`src/rtl/pc_redirect_unit.sv`:
```
// pc_redirect_unit: fetch PC register with prioritised redirects and a return-address stack
module pc_redirect_unit #(
  parameter int INST_ADDR_WIDTH = 32,
  parameter int NUM_REDIRECT = 4,
  parameter int RAS_DEPTH = 4,
  parameter logic [INST_ADDR_WIDTH-1:0] RESET_PC = '0
) (
  input  logic clk,
  input  logic rst,
  input  logic [NUM_REDIRECT-1:0] redirect_valid,
  input  logic [NUM_REDIRECT*INST_ADDR_WIDTH-1:0] redirect_pc,
  input  logic fetch_ready,
  input  logic ras_push,
  input  logic [INST_ADDR_WIDTH-1:0] ras_push_addr,
  input  logic ras_pop,
  output logic [INST_ADDR_WIDTH-1:0] pc,
  output logic ras_empty,
  output logic redirect_hit,
  output logic [(NUM_REDIRECT > 1 ? $clog2(NUM_REDIRECT) : 1)-1:0] redirect_id
);
  localparam int IDW = NUM_REDIRECT > 1 ? $clog2(NUM_REDIRECT) : 1;
  localparam int PW = $clog2(RAS_DEPTH);
  localparam int CW = $clog2(RAS_DEPTH + 1);
  localparam logic [CW-1:0] FULL = CW'(RAS_DEPTH);
  logic [INST_ADDR_WIDTH-1:0] pc_q, pc_d, sel_pc;
  logic [IDW-1:0] id_q, sel_id;
  logic hit_q, any_redirect, do_push, do_pop;
  logic [PW-1:0] ptr_q, ptr_d, wr_idx;
  logic [CW-1:0] cnt_q, cnt_d;
  logic [INST_ADDR_WIDTH-1:0] stack_q [RAS_DEPTH];
  // lowest-index valid channel wins, so scan from the top down and let lower indices overwrite
  always_comb begin
    sel_pc = '0;
    sel_id = '0;
    for (int i = NUM_REDIRECT - 1; i >= 0; i--)
      if (redirect_valid[i]) begin
        sel_pc = redirect_pc[i*INST_ADDR_WIDTH +: INST_ADDR_WIDTH];
        sel_id = IDW'(i);
      end
  end
  assign any_redirect = |redirect_valid;
  assign ras_empty = cnt_q == '0;
  assign do_push = !any_redirect && ras_push;
  assign do_pop = !any_redirect && ras_pop && !ras_empty;
  // a paired push+pop replaces the top in place; otherwise a push goes one slot above the top
  assign wr_idx = do_pop ? ptr_q : ptr_q + 1'b1;
  // next PC priority and RAS pointer/count bookkeeping
  always_comb begin
    pc_d = any_redirect ? sel_pc : do_pop ? stack_q[ptr_q] : fetch_ready ? pc_q + INST_ADDR_WIDTH'(4) : pc_q;
    ptr_d = (do_push && !do_pop) ? ptr_q + 1'b1 : (do_pop && !do_push) ? ptr_q - 1'b1 : ptr_q;
    cnt_d = (do_push && !do_pop) ? (cnt_q == FULL ? cnt_q : cnt_q + 1'b1) : (do_pop && !do_push) ? cnt_q - 1'b1 : cnt_q;
  end
  // architectural state with asynchronous reset
  always_ff @(posedge clk or posedge rst)
    if (rst) begin
      pc_q <= RESET_PC;
      ptr_q <= '0;
      cnt_q <= '0;
      hit_q <= 1'b0;
      id_q <= '0;
    end else begin
      pc_q <= pc_d;
      ptr_q <= ptr_d;
      cnt_q <= cnt_d;
      hit_q <= any_redirect;
      id_q <= sel_id;
    end
  // RAS storage needs no reset since count gates every read
  always_ff @(posedge clk)
    if (do_push) stack_q[wr_idx] <= ras_push_addr;
  assign pc = pc_q;
  assign redirect_hit = hit_q;
  assign redirect_id = id_q;
endmodule

```
`config.mk`:
```
export PLATFORM = sky130hd
export DESIGN_NAME = pc_redirect_unit
export DESIGN_NICKNAME = d
export VERILOG_FILES = /design/src/rtl/pc_redirect_unit.sv
export SDC_FILE = /design/constraint.sdc
export NUM_CORES = 1
export LEC_CHECK = 0
export CAP_MARGIN = 10
export CORE_ASPECT_RATIO = 1.25
export CORE_MARGIN = 1.5
export CORE_UTILIZATION = 50
export CTS_BUF_LIST = sky130_fd_sc_hd__clkbuf_4 sky130_fd_sc_hd__clkbuf_8
export CTS_CLUSTER_DIAMETER = 200
export DETAILED_ROUTE_END_ITERATION = 8
export MAX_ROUTING_LAYER = met4
export PLACE_DENSITY = 0.87
export SYNTH_ARGS = -nofsm -noshare
export SYNTH_HDL_FRONTEND = slang
export SYNTH_SLANG_ARGS = --single-unit
```
`constraint.sdc`:
```
create_clock -name clk -period 5.3 [get_ports clk]
set_input_delay 1.325 -clock clk [delete_from_list [all_inputs] [get_ports clk]]
set_output_delay 1.325 -clock clk [all_outputs]
set_load 0.01 [all_outputs]
```
==> metrics <==
status completed; slew margin rel. 28.27%; die area 16800 sq um; Peak Freq 261.0 MHz; number of I/O port buffers 204; Clock Tree Buf Depth 2; Wirelength per Cell 23.91 microns; worst path bufs/invs 3; Required @ worst endpoint 5380 ps; share of layout cells above drive strength 1 11.81%; GRT Total Usage 29.75%; vias in the first global route 6402; Die Width 116.2 microns; worst r2r path cells 7; setup TNS 0 ps; total core area 15630 sq um; critical path class input pin to register; Finished Layout Cells 1008; Tcrit/Tclk final 72.30%; syn avg cell area 13.63 sq um; DP Wirelength 17.60 mm; Post-Syn Area 8015 sq um; initial core utilization 51.27%; synth top area cells edfxtp_1, dfrtp_1, mux4_2; TritonCTS Buffers 17; Critical Path AT 3910 ps; routed vias 6324; Residual DRC 0; slew at the pin closest to its max-slew limit 1076 ps; P_sw 1047 uW; hold path depth 2; max-cap violations 0; total leakage power 0.003671 uW; Hold-fix buffers, CTS 0; top_reg_cell synth edfxtp_1; worst slack at placement 1035 ps; row cnt 51; layout net count 958; # H-tree levels 4; grt total ovfl 0; Vias/cell 6.274; ANT nets after route 0; Ports 205; Root Driver clkbuf_8; synth unique cells 65; drt first pass iters 7; setup ws final 1468 ps; register share of total power 46.2%; Design Area, Final 10680 sq um; sw frac 29.76%; Post-synth EDFFs 128; first-pass GRT wire length 35.56 mm; crit path max fanout 32; Post-Place Cell Area 10260 sq um; count of final max-slew check failures 0; worst skew pair latency 440 ps; crit path time final 3832 ps; most frequent cell after synthesis edfxtp_1; Crit path depth 7; post-synth top area cell edfxtp_1; cell-internal power 2471 uW; post-CTS setup buffers 0; total wire length 24.10 mm; CTS tree built; Clock Power Share 27.5%; RSZ-0062 raised after global routing no; Clock transition at path regs 100 ps; dpl cells 977; clk_skew 17.32 ps; initial antenna violation count 0; gp weighted congestion 0.9638; antenna diode count 0; cell area power density 329.2 nW/um^2; clock sink count 168; delay-heaviest family, CP buffers and inverters; largest net degree at the start of global routing 41; Post-Syn Instances 588; Max VDD drop 0.2225 mV; Critical Path Source Type input pin; Initial DRC Count 436; top cells by count, synth edfxtp_1, nor2_1, dfrtp_1; CP Capture Type register; area delta synth->final 33.30%; sequential share of the synthesized area 60.44%; Comb pwr share 26.3%; Chip Height 144.6 microns; post-synth top area share 47.96%; Syn Nets 762; final setup fails 0; flop and latch count out of synthesis 168; worst path cell trace clkdlybuf4s50_1 -> nor4_4 -> nand2_2 -> inv_2 -> xnor2_1 -> and3_1 -> buf_4; final hold violation count 0; Ys Warns 0; Crit path largest cell delay 630 ps; critical path's slowest cell nor4_4; Post-CTS Resized 0; min-delay worst type register to register; Synth async-reset ratio 23.81%
## registers in the layout, summed over array words and instances, names as in the netlist
name / count
ptr_q: 2
cnt_q: 3
redirect_id: 2
pc: 32
stack_q: 128
redirect_hit: 1
## tightest hold or removal path, delay by kind of cell, from the launching register on
kind / cells / cell delay [ps]
simple gates: 1 / 100
compound gates: 1 / 60
flops: 1 / 400
## through the flow
stage	hold WS (ps)	util (%)	total power (uW)
after floorplan	557.7	-	2163
after global placement	544.0	65.63	2534
after detailed placement	570.4	65.63	2569
after CTS	593.4	68.34	3528
after global routing	609.7	68.34	3648
final	590.2	68.34	3518
## power groups by stage
stage	combinational [uW]	clock, uW	sequential [uW]
after detailed placement	915	0	1650
final	925	968	1620
after CTS	922	981	1630
after floorplan	588	0	1570
after global placement	888	0	1650
after global routing	982	1020	1640
## cells in the final DEF, fill, tap and decap left out, types with 13 or more instances in the layout
cell and instances:
clkdlybuf4s50_1 204, edfxtp_1 128, nor2_1 46, dfrtp_1 39
mux4_2 32, nand2_1 29, a21oi_1 27, a221oi_1 23
o22ai_1 18, clkbuf_8 17, nand4_1 15, buf_4 13
## area by class of cell
cell class | instances | area, sq um
clock buffer | 18 | 241.5
clock inverter | 13 | 181.4
fill | 1089 | 4950
inverter | 13 | 48.80
multi-input combinational | 367 | 2962
sequential | 168 | 4846
tap | 212 | 265.3
timing repair buffer | 217 | 2140
## metal layers
layer | vias to the layer above | track usage (%) | share of wire [%]
met5 | - | - | 0
met4 | 0 | 13.16 | 4.1
met3 | 72 | 5.407 | 7.2
met2 | 347 | 50.28 | 52
met1 | 3119 | 34.80 | 37
li1 | 2786 | - | -
## cells by family (layout without fill, tap and decap cells)
kind of cell               count (synthesis)  in the layout  share of synthesized area [%]
buffers and inverters                     53            261                          2.950
adders and majority gates                  5              5                         0.7805
AOI/OAI and AO/OA                        168            168                          15.58
xor gates and xnor gates                  13             13                          1.421
and+or+nand+nor                          143            143                          9.085
muxes                                     38             38                          9.741
DFF                                      168            168                          60.44
## worst paths after layout
check / from / end / slack [ps]
min: pc[28] / pc[28] / 590
max in group asynchronous: rst / ptr_q[0] / 3590
min in group asynchronous: rst / pc[9] / 1310
max: redirect_valid[0] / stack_q[3][1] / 1470
min reg2reg: pc[28] / pc[28] / 590
max reg2reg: cnt_q[1] / stack_q[3][1] / 2650
(Power assumes the default switching activity.)
